[src/rtl/factorial_engine_pkg.sv]
// factorial_engine_pkg: shared types and encodings for the factorial engine.
//   fe_mode_t  : operation select (FACT, DFACT, PERM, RSVD).
//   fe_state_t : engine FSM state (IDLE, CALC, DONE).
package factorial_engine_pkg;

  typedef logic [1:0] fe_mode_t;
  localparam fe_mode_t FACT  = 2'd0;
  localparam fe_mode_t DFACT = 2'd1;
  localparam fe_mode_t PERM  = 2'd2;
  localparam fe_mode_t RSVD  = 2'd3;

  typedef logic [1:0] fe_state_t;
  localparam fe_state_t IDLE = 2'd0;
  localparam fe_state_t CALC = 2'd1;
  localparam fe_state_t DONE = 2'd2;

endpackage

[src/rtl/fe_mul_sat.sv]
// fe_mul_sat: combinational OUT_W x IN_W multiply with saturation.
// Ports:
//   acc     in  OUT_W  running product
//   factor  in  IN_W   next term
//   product out OUT_W  acc*factor, or all-ones if it does not fit in OUT_W bits
//   ovf     out 1      high when the full product exceeds OUT_W bits
module fe_mul_sat
  import factorial_engine_pkg::*;
#(
  parameter int unsigned IN_W  = 8,
  parameter int unsigned OUT_W = 32
) (
  input  logic [OUT_W-1:0] acc,
  input  logic [IN_W-1:0]  factor,
  output logic [OUT_W-1:0] product,
  output logic             ovf
);

  logic [OUT_W+IN_W-1:0] full;

  always_comb begin
    full    = acc * factor;
    ovf     = |full[OUT_W+IN_W-1:OUT_W];
    product = ovf ? '1 : full[OUT_W-1:0];
  end

endmodule

[src/rtl/factorial_engine.sv]
// factorial_engine: sequential product engine computing n!, n!! or P(n,k),
// one multiply per cycle, with sticky saturating overflow.
// Optional macro FACTORIAL_ENGINE_ABORT_EN adds an 'abort' input that ends
// CALC on the next edge with a saturated, overflow-flagged result.
// Ports:
//   clk, rst_n            clock (rising) and async active-low reset
//   in_valid/in_ready     request handshake; in_ready high only in IDLE
//   mode, n, k            operation and operands (k used by PERM only)
//   out_valid/out_ready   result handshake; result held until accepted
//   result, ovf           product (all-ones on overflow) and overflow flag
//   busy                  high while computing
//   abort                 (optional) cancel the running computation
module factorial_engine
  import factorial_engine_pkg::*;
#(
  parameter int unsigned IN_W  = 8,
  parameter int unsigned OUT_W = 32
) (
  input  logic             clk,
  input  logic             rst_n,
  input  logic             in_valid,
  output logic             in_ready,
  input  logic [1:0]       mode,
  input  logic [IN_W-1:0]  n,
  input  logic [IN_W-1:0]  k,
  output logic             out_valid,
  input  logic             out_ready,
  output logic [OUT_W-1:0] result,
  output logic             ovf,
  output logic             busy
`ifdef FACTORIAL_ENGINE_ABORT_EN
  ,
  input  logic             abort
`endif
);

  fe_state_t        state_q, state_d;
  fe_mode_t         mode_q, mode_d;
  logic [IN_W-1:0]  counter_q, counter_d;
  logic [IN_W-1:0]  steps_q, steps_d;
  logic [OUT_W-1:0] result_q, result_d;
  logic             ovf_q, ovf_d;

  logic [OUT_W-1:0] mul_prod;
  logic             mul_ovf;
  logic             abort_hit;
  logic [IN_W-1:0]  dec;

`ifdef FACTORIAL_ENGINE_ABORT_EN
  assign abort_hit = abort;
`else
  assign abort_hit = 1'b0;
`endif

  fe_mul_sat #(
    .IN_W  (IN_W),
    .OUT_W (OUT_W)
  ) u_mul (
    .acc     (result_q),
    .factor  (counter_q),
    .product (mul_prod),
    .ovf     (mul_ovf)
  );

  assign dec = (mode_q == DFACT) ? IN_W'(2) : IN_W'(1);

  always_comb begin
    state_d   = state_q;
    mode_d    = mode_q;
    counter_d = counter_q;
    steps_d   = steps_q;
    result_d  = result_q;
    ovf_d     = ovf_q;
    unique case (state_q)
      IDLE: begin
        if (in_valid) begin
          mode_d    = mode;
          counter_d = n;
          steps_d   = k;
          result_d  = OUT_W'(1);
          ovf_d     = 1'b0;
          state_d   = CALC;
        end
      end
      CALC: begin
        if (abort_hit) begin
          result_d = '1;
          ovf_d    = 1'b1;
          state_d  = DONE;
        end else if (mode_q == PERM) begin
          // counter and steps fall together, so steps > counter only when k > n.
          if (steps_q > counter_q) begin
            result_d = '0;
            ovf_d    = 1'b0;
            state_d  = DONE;
          end else if (steps_q != '0) begin
            result_d  = mul_prod;
            counter_d = counter_q - IN_W'(1);
            steps_d   = steps_q - IN_W'(1);
            if (mul_ovf) begin
              ovf_d   = 1'b1;
              state_d = DONE;
            end
          end else begin
            state_d = DONE;
          end
        end else begin
          // FACT, DFACT and RSVD; a step of 2 from 2 or 3 lands on 0 or 1, so no wrap.
          if (counter_q > IN_W'(1)) begin
            result_d  = mul_prod;
            counter_d = counter_q - dec;
            if (mul_ovf) begin
              ovf_d   = 1'b1;
              state_d = DONE;
            end
          end else begin
            state_d = DONE;
          end
        end
      end
      DONE: begin
        if (out_ready) begin
          state_d = IDLE;
        end
      end
      default: state_d = IDLE;
    endcase
  end

  always_ff @(posedge clk or negedge rst_n) begin
    if (!rst_n) begin
      state_q   <= IDLE;
      mode_q    <= FACT;
      counter_q <= '0;
      steps_q   <= '0;
      result_q  <= OUT_W'(1);
      ovf_q     <= 1'b0;
    end else begin
      state_q   <= state_d;
      mode_q    <= mode_d;
      counter_q <= counter_d;
      steps_q   <= steps_d;
      result_q  <= result_d;
      ovf_q     <= ovf_d;
    end
  end

  assign in_ready  = (state_q == IDLE);
  assign busy      = (state_q == CALC);
  assign out_valid = (state_q == DONE);
  assign result    = result_q;
  assign ovf       = ovf_q;

endmodule

[config.mk]
export PLATFORM = sky130hd
export DESIGN_NAME = factorial_engine
export DESIGN_NICKNAME = d
export VERILOG_FILES = /design/src/rtl/factorial_engine_pkg.sv /design/src/rtl/fe_mul_sat.sv /design/src/rtl/factorial_engine.sv
export SDC_FILE = /design/constraint.sdc
export NUM_CORES = 1
export LEC_CHECK = 0
export ABC_AREA = 1
export CAP_MARGIN = 10
export CORE_MARGIN = 3
export CORE_UTILIZATION = 55
export DETAILED_ROUTE_END_ITERATION = 10
export GPL_ROUTABILITY_DRIVEN = 1
export GPL_TIMING_DRIVEN = 0
export PLACE_DENSITY_LB_ADDON = 0.08
export SETUP_SLACK_MARGIN = 0.2
export SYNTH_ARGS = -nofsm -noshare
export SYNTH_HDL_FRONTEND = slang
export SYNTH_SLANG_ARGS = --single-unit
export TNS_END_PERCENT = 5
[constraint.sdc]
create_clock -name clk -period 9.15 [get_ports clk]
set_input_delay 1.3725 -clock clk [delete_from_list [all_inputs] [get_ports clk]]
set_output_delay 1.3725 -clock clk [all_outputs]
set_load 0.1 [all_outputs]
==> results of run 1 <==
[worst reg2reg max path: cells and delay by family, from the launching register on]
kind	cells	cell delay [ns]
buffers and inverters	7	1.65
AND/OR/NAND/NOR	12	1.52
AO/OA/AOI/OAI	2	0.29
flip-flops	1	0.33
adder cells (fa/ha/maj)	5	2.25
[metrics by stage]
| step | cells | worst slack (ns) | utilization [%] | hold slack [ns] |
|---|---|---|---|---|
| after global routing | 2082 | 2.64 | 61.8 | 0.572 |
| after floorplan | 1741 | 4.00 | - | 0.504 |
| after global placement | 2073 | 3.16 | 60.9 | 0.522 |
| after CTS | 2082 | 3.10 | 61.8 | 0.546 |
| after detailed placement | 2074 | 3.15 | 60.9 | 0.525 |
| final | 2082 | 2.98 | 61.8 | 0.544 |
[per-layer routing]
layer | track usage (%) | up-vias | routed length, um
met2 | 50.4 | 405 | 16300
met3 | 5.83 | 72 | 2710
met1 | 42.0 | 5158 | 15000
li1 | - | 5137 | -
met5 | 0 | - | 0
met4 | 11.5 | 0 | 1480
[registers in the layout (all words and copies together), names as in the netlist]
signal,flops
result,32
counter_q,8
state_q,2
steps_q,8
mode_q,2
ovf,1
[worst max path at each step]
stage | to | slack, ns | cells past startpoint
after floorplan | result[24] | 4.00 | 26
after global placement | result[27] | 3.16 | 26
after detailed placement | result[27] | 3.15 | 26
after CTS | result[27] | 3.10 | 26
after global routing | result[27] | 2.64 | 26
final | result[27] | 2.98 | 26
[cell usage after synthesis, types with 5 or more instances]
library cell	n
sky130_fd_sc_hd__nor2_2	10
sky130_fd_sc_hd__nand3_2	9
sky130_fd_sc_hd__o21ai_0	42
sky130_fd_sc_hd__xnor2_1	5
sky130_fd_sc_hd__nand3_1	26
sky130_fd_sc_hd__dfrtp_1	52
sky130_fd_sc_hd__a21oi_1	52
sky130_fd_sc_hd__a31oi_1	5
sky130_fd_sc_hd__nand2_2	14
sky130_fd_sc_hd__nor3_1	9
sky130_fd_sc_hd__inv_1	486
sky130_fd_sc_hd__a22oi_1	23
sky130_fd_sc_hd__o21bai_1	6
sky130_fd_sc_hd__inv_2	6
sky130_fd_sc_hd__ha_1	74
sky130_fd_sc_hd__clkbuf_1	65
sky130_fd_sc_hd__nand2_1	536
sky130_fd_sc_hd__fa_1	181
sky130_fd_sc_hd__buf_1	5
sky130_fd_sc_hd__nor2_1	66
sky130_fd_sc_hd__xor2_1	18
[layout make-up]
type                       count  area [sq um]
timing repair buffer          58           586
clock inverter                 3          47.5
buffer                        78           333
inverter                     493          1850
multi-input combinational   1117          8490
fill                        2032          8120
clock buffer                   5           125
tap                          275           344
sequential                    53          1330
[kinds of logic after synthesis]
family	Yosys count
AO/OA/AOI/OAI	150
adder cells (fa/ha/maj)	255
XOR/XNOR	23
multiplexers	1
buffers and inverters	571
flip-flops	53
AND/OR/NAND/NOR	688
==> impl_metrics.prom, run 1 <==
# TYPE chip_impl_metric gauge
chip_impl_info{name="critical_path.top_delay_family",value="adder cells"} 1
chip_impl_metric{name="dpl.hpwl",unit="um"} 29000
chip_impl_metric{name="setup_total_negative_slack",unit="ns"} 0
chip_impl_metric{name="async_flop_share",unit="%"} 100
chip_impl_metric{name="number_of_antenna_violations_at_the_first_check_in_global_routing",unit=""} 0
chip_impl_metric{name="cts-hold-fix-buffers",unit=""} 0
chip_impl_metric{name="drt_wl_total",unit="um"} 35600
chip_impl_metric{name="gr-total-overflow",unit=""} 0
chip_impl_metric{name="avgViaCountPerCell",unit=""} 5.17
chip_impl_info{name="clock_tree_root_buffer_cell",value="sky130_fd_sc_hd__clkbuf_16"} 1
chip_impl_info{name="mostFrequentLayoutCells",value="sky130_fd_sc_hd__nand2_1, sky130_fd_sc_hd__inv_1, sky130_fd_sc_hd__fa_1"} 1
chip_impl_metric{name="reg2reg_slack",unit="ns"} 2.98
chip_impl_metric{name="largest_net_degree_at_the_start_of_global_routing",unit=""} 32
chip_impl_metric{name="io_buf_count",unit=""} 57
chip_impl_metric{name="worst_hold_path.num_cells",unit=""} 1
chip_impl_metric{name="critical-path-max-stage-delay",unit="ns"} 0.82
chip_impl_info{name="worst_r2r_endpoint",value="result[27]"} 1
chip_impl_metric{name="numCtsBuffers",unit=""} 5
chip_impl_metric{name="worstSkewPairLatency",unit="ns"} 0.32
chip_impl_metric{name="timing.critical_path.arrival",unit="ns"} 6.36
chip_impl_metric{name="start_util",unit="%"} 56.6
chip_impl_metric{name="max-cap-violations",unit=""} 0
chip_impl_metric{name="synth.net_count",unit=""} 2018
chip_impl_metric{name="slew_viol_final",unit=""} 0
chip_impl_metric{name="n_antenna_cell",unit=""} 0
chip_impl_metric{name="synth_largest_type_area_fraction",unit="%"} 30.2
chip_impl_metric{name="num_vias",unit=""} 10772
chip_impl_metric{name="drive_gt1_share",unit="%"} 4.15
chip_impl_metric{name="postRouteAntennaNets",unit=""} 0
chip_impl_metric{name="synth_simple_gate_area_share",unit="%"} 23.5
chip_impl_metric{name="finalCriticalPeriod",unit="ns"} 6.17
chip_impl_metric{name="fp.dieH",unit="um"} 154
chip_impl_metric{name="synthToLayoutAreaGrowth",unit="%"} 9.18
chip_impl_metric{name="worst_margin_pin_slew",unit="ns"} 1.06
chip_impl_info{name="synth_top_flop_cell",value="sky130_fd_sc_hd__dfrtp_1"} 1
chip_impl_metric{name="layout.nets",unit=""} 2083
chip_impl_metric{name="grtUsageTotal",unit="%"} 31.1
chip_impl_metric{name="grt_pass1_vias",unit=""} 10998
chip_impl_metric{name="setup_viol",unit=""} 0
chip_impl_info{name="grt_setup_unrepaired",value="no"} 1
chip_impl_metric{name="floorplan.core_area",unit="sq mm"} 0.0212
chip_impl_metric{name="synth_xor_area_share",unit="%"} 1.68
chip_impl_info{name="whs_endpoint",value="mode_q[1]"} 1
chip_impl_metric{name="r2r_cells",unit=""} 26
chip_impl_metric{name="post_synth_instance_area",unit="sq mm"} 0.0120
chip_impl_metric{name="floorplan.die_area",unit="sq mm"} 0.0236
chip_impl_metric{name="die_x",unit="um"} 154
chip_impl_metric{name="postSynthAreaPerCell",unit="sq um"} 6.89
chip_impl_metric{name="timing.critical_path.required",unit="ns"} 9.34
chip_impl_metric{name="place.gp.congestion",unit=""} 0.968
chip_impl_metric{name="detail_route.wl_per_cell",unit="um"} 17.1
chip_impl_metric{name="fin_crit_sh",unit="%"} 67.5
chip_impl_metric{name="synth_sequential_area_ratio",unit="%"} 11.1
chip_impl_metric{name="clk_pin_slew_worst_paths",unit="ns"} 0.09
chip_impl_info{name="status",value="complete, no violations"} 1
chip_impl_metric{name="fp-row-count",unit=""} 53
chip_impl_metric{name="final-hold-violation-count",unit=""} 0
chip_impl_metric{name="synthCells",unit=""} 1741
chip_impl_info{name="worstSetupStartpointType",value="register"} 1
chip_impl_info{name="critPathSlowestCell",value="sky130_fd_sc_hd__clkbuf_1"} 1
chip_impl_info{name="setup.worst_path.end_class",value="register"} 1
chip_impl_metric{name="post_dp_cell_area",unit="sq mm"} 0.0129
chip_impl_metric{name="synth_warnings",unit=""} 0
chip_impl_metric{name="synth_compound_area_share",unit="%"} 7.59
chip_impl_info{name="min_from",value="mode_q[1]"} 1
chip_impl_metric{name="cts-resized-gates",unit=""} 0
chip_impl_info{name="timing.critical_path.from",value="counter_q[7]"} 1
chip_impl_info{name="synth_top_cell_by_area",value="sky130_fd_sc_hd__fa_1"} 1
chip_impl_metric{name="synthAdderAreaFrac",unit="%"} 37.9
chip_impl_metric{name="synth-edff-count",unit=""} 0
chip_impl_metric{name="clock_path_buffers",unit=""} 2
chip_impl_metric{name="max_freq",unit="MHz"} 162
chip_impl_metric{name="drc_errors",unit=""} 0
chip_impl_metric{name="synth-seq-cells",unit=""} 53
chip_impl_metric{name="io-pin-count",unit=""} 58
chip_impl_info{name="tritoncts",value="yes"} 1
chip_impl_metric{name="slew_headroom",unit="%"} 29.3
chip_impl_metric{name="fin_area",unit="sq mm"} 0.0131
chip_impl_info{name="dominant_combinational_cell_family_by_area_after_synthesis",value="adder cells"} 1
chip_impl_metric{name="ys_types",unit=""} 46
chip_impl_metric{name="synth.area.mux_share",unit="%"} 0.0938
chip_impl_info{name="reg2reg_from",value="counter_q[7]"} 1
chip_impl_metric{name="dr.pass1.iters",unit=""} 5
chip_impl_metric{name="first_iter_violations",unit=""} 734
chip_impl_metric{name="post-cts-setup-buffers",unit=""} 0
chip_impl_metric{name="grt_first_pass_wirelength",unit="um"} 57800
chip_impl_metric{name="critPathMaxFanout",unit=""} 10
chip_impl_info{name="final_common_cell",value="sky130_fd_sc_hd__nand2_1"} 1
chip_impl_info{name="crit_top_cell",value="sky130_fd_sc_hd__nand2_1"} 1
chip_impl_info{name="worstSetupPathType",value="register to register"} 1
chip_impl_metric{name="worstPathBufferInverterCount",unit=""} 7
chip_impl_metric{name="clkSinkCount",unit=""} 53
chip_impl_info{name="timing.hold.worst.class",value="register to register"} 1
chip_impl_metric{name="clock_tree.htree_level_count",unit=""} 2
chip_impl_metric{name="timing.clock.skew",unit="ns"} 0.0142
chip_impl_info{name="post_synth_main_area_contributors",value="sky130_fd_sc_hd__fa_1, sky130_fd_sc_hd__nand2_1, sky130_fd_sc_hd__inv_1"} 1
Power of run 1 is left out: the tool's default activity adds up to more than one toggle a clock period on the data nets, which glitch-free logic cannot reach.
==> run 2: changes to the inputs <==
==> constraint.sdc (replaced) <==
create_clock -name clk -period 6 [get_ports clk]
set_input_delay 0.9 -clock clk [delete_from_list [all_inputs] [get_ports clk]]
set_output_delay 0.9 -clock clk [all_outputs]
set_load 0.1 [all_outputs]
==> run 2 against run 1 <==
  * Die area unchanged
  * Routed wire length rose by 0.35%
  * Sequential share of layout area barely moved
  * Critical path type unchanged
  * Sequential cell count stayed put
  * Worst hold slack is essentially flat
  * Critical path depth fell by 2
==> impl_metrics.prom, run 2 (synthesized netlist as in run 1, its figures left out) <==
# TYPE chip_impl_metric gauge
chip_impl_metric{name="die_x",unit="um"} 154
chip_impl_metric{name="worst_margin_pin_slew",unit="ns"} 1.00
chip_impl_metric{name="io_buf_count",unit=""} 57
chip_impl_info{name="tritoncts",value="yes"} 1
chip_impl_metric{name="n_antenna_cell",unit=""} 0
chip_impl_metric{name="cts-resized-gates",unit=""} 14
chip_impl_metric{name="first_iter_violations",unit=""} 817
chip_impl_metric{name="slew_viol_final",unit=""} 0
chip_impl_metric{name="fin_area",unit="sq mm"} 0.0132
chip_impl_metric{name="place.gp.congestion",unit=""} 0.968
chip_impl_info{name="setup.worst_path.end_class",value="register"} 1
chip_impl_metric{name="grt_first_pass_wirelength",unit="um"} 57800
chip_impl_metric{name="setup_viol",unit=""} 0
chip_impl_metric{name="gr-total-overflow",unit=""} 0
chip_impl_metric{name="layout.nets",unit=""} 2083
chip_impl_metric{name="post-cts-setup-buffers",unit=""} 0
chip_impl_metric{name="post_dp_cell_area",unit="sq mm"} 0.0129
chip_impl_metric{name="fp-row-count",unit=""} 53
chip_impl_info{name="grt_setup_unrepaired",value="no"} 1
chip_impl_metric{name="worstSkewPairLatency",unit="ns"} 0.32
chip_impl_metric{name="cts-hold-fix-buffers",unit=""} 0
chip_impl_metric{name="multi_input_comb_area",unit="sq mm"} 0.00849
chip_impl_metric{name="floorplan.die_area",unit="sq mm"} 0.0236
chip_impl_metric{name="finalCriticalPeriod",unit="ns"} 5.53
chip_impl_metric{name="final-hold-violation-count",unit=""} 0
chip_impl_metric{name="layout.filler_cells",unit=""} 2039
chip_impl_info{name="final_common_cell",value="sky130_fd_sc_hd__nand2_1"} 1
chip_impl_info{name="top_layer_used",value="met4"} 1
chip_impl_info{name="status",value="complete, no violations"} 1
chip_impl_metric{name="routed-wl-met3",unit="um"} 2700
chip_impl_metric{name="drive_gt1_share",unit="%"} 5.81
chip_impl_metric{name="start_util",unit="%"} 56.6
chip_impl_metric{name="largest_register_ff_count",unit=""} 32
chip_impl_metric{name="clk_pin_slew_worst_paths",unit="ns"} 0.09
chip_impl_metric{name="detail_route.wirelength.met1",unit="um"} 15100
chip_impl_metric{name="timing.clock.skew",unit="ns"} 0.0144
chip_impl_metric{name="critPathMaxFanout",unit=""} 10
chip_impl_metric{name="avgViaCountPerCell",unit=""} 5.16
chip_impl_metric{name="grt_pass1_vias",unit=""} 11003
chip_impl_info{name="timing.hold.worst.class",value="register to register"} 1
chip_impl_metric{name="dr.pass1.iters",unit=""} 5
chip_impl_metric{name="clock_path_buffers",unit=""} 2
chip_impl_info{name="mostFrequentLayoutCells",value="sky130_fd_sc_hd__nand2_1, sky130_fd_sc_hd__inv_1, sky130_fd_sc_hd__fa_1"} 1
chip_impl_info{name="crit_top_cell",value="sky130_fd_sc_hd__nand2_1"} 1
chip_impl_metric{name="seq_area",unit="sq mm"} 0.00133
chip_impl_metric{name="postRouteAntennaNets",unit=""} 0
chip_impl_metric{name="dpl.hpwl",unit="um"} 29000
chip_impl_metric{name="slew_headroom",unit="%"} 33.0
chip_impl_metric{name="max-cap-violations",unit=""} 0
chip_impl_metric{name="timing.critical_path.arrival",unit="ns"} 5.72
chip_impl_metric{name="number_of_antenna_violations_at_the_first_check_in_global_routing",unit=""} 0
chip_impl_metric{name="dr_wl_met2",unit="um"} 16600
chip_impl_metric{name="max_freq",unit="MHz"} 181
chip_impl_metric{name="floorplan.core_area",unit="sq mm"} 0.0212
chip_impl_metric{name="clkSinkCount",unit=""} 53
chip_impl_metric{name="timing.critical_path.required",unit="ns"} 6.19
chip_impl_metric{name="drt_wl_total",unit="um"} 35700
chip_impl_metric{name="largest_net_degree_at_the_start_of_global_routing",unit=""} 32
chip_impl_metric{name="drc_errors",unit=""} 0
chip_impl_metric{name="clock_tree.htree_level_count",unit=""} 2
chip_impl_metric{name="fp.dieH",unit="um"} 154
chip_impl_metric{name="detail_route.wl_per_cell",unit="um"} 17.1
chip_impl_metric{name="critical-path-max-stage-delay",unit="ns"} 0.63
chip_impl_info{name="worstSetupStartpointType",value="register"} 1
chip_impl_info{name="worstSetupPathType",value="register to register"} 1
chip_impl_metric{name="num_vias",unit=""} 10752
chip_impl_metric{name="synthToLayoutAreaGrowth",unit="%"} 9.69
chip_impl_info{name="clock_tree_root_buffer_cell",value="sky130_fd_sc_hd__clkbuf_16"} 1
chip_impl_metric{name="grtUsageTotal",unit="%"} 31.1
chip_impl_info{name="critPathSlowestCell",value="sky130_fd_sc_hd__clkbuf_1"} 1
chip_impl_info{name="critical_path.cell_chain",value="clkbuf_1 -> clkbuf_1 -> nand2_1 -> fa_1 -> inv_1 -> fa_1 -> inv_1 -> fa_1 -> inv_1 -> ha_1 -> nand2_1 -> inv_1 -> nand2_1 -> nor3_1 -> nand2_1 -> nand2_1 -> nand2_1 -> nand3_1 -> nand2_1 -> nor2_2 -> nand3_2 -> nand2_4 -> buf_12 -> o211ai_2"} 1
chip_impl_metric{name="fin_crit_sh",unit="%"} 92.1
chip_impl_metric{name="io-pin-count",unit=""} 58
chip_impl_metric{name="numCtsBuffers",unit=""} 5
run 2: final timing paths:
check	startpoint	end	slack, ns	depth (start not counted)
max reg2reg	counter_q[1]	result[27]	0.47	24
min in group asynchronous	rst_n	counter_q[5]	0.58	1
max in group asynchronous	rst_n	result[0]	4.75	2
max	counter_q[1]	result[27]	0.47	24
min reg2reg	mode_q[1]	mode_q[1]	0.54	1
min	mode_q[1]	mode_q[1]	0.54	1
run 2: layout make-up:
class	count	area share (%)
Multi-Input combinational cell	1117	64.5
Inverter	493	14.1
Sequential cell	53	10.1
Timing Repair Buffer	58	4.45
Buffer	78	2.98
Tap cell	275	2.61
Clock buffer	5	0.950
Clock inverter	3	0.361
run 2: metal layers:
layer	GRT usage [%]	vias up
met1	42.0	5181
li1	-	5141
met5	0	-
met3	5.85	65
met2	50.4	365
met4	11.4	0
run 2: per-stage QoR:
step | instances | setup slack (ns) | utilization, % | hold WS, ns | setup TNS, ns
final | 2082 | 0.472 | 62.0 | 0.544 | 0
after global routing | 2082 | 0.196 | 62.0 | 0.572 | 0
after CTS | 2082 | 0.283 | 61.8 | 0.546 | 0
after detailed placement | 2074 | -0.00174 | 60.9 | 0.525 | -0.00174
after global placement | 2073 | 0.0118 | 60.9 | 0.522 | 0
after floorplan | 1741 | 0.853 | - | 0.504 | 0
run 2: worst max-delay path, delay by kind of cell, from the launching register on:
| family | cells | cell delay [ns] |
|---|---|---|
| fa+ha+maj | 4 | 1.89 |
| compound gates | 1 | 0.10 |
| buf+inv | 7 | 1.45 |
| flops | 1 | 0.38 |
| simple gates | 12 | 1.58 |
Power of run 2 is left out for the same reason.
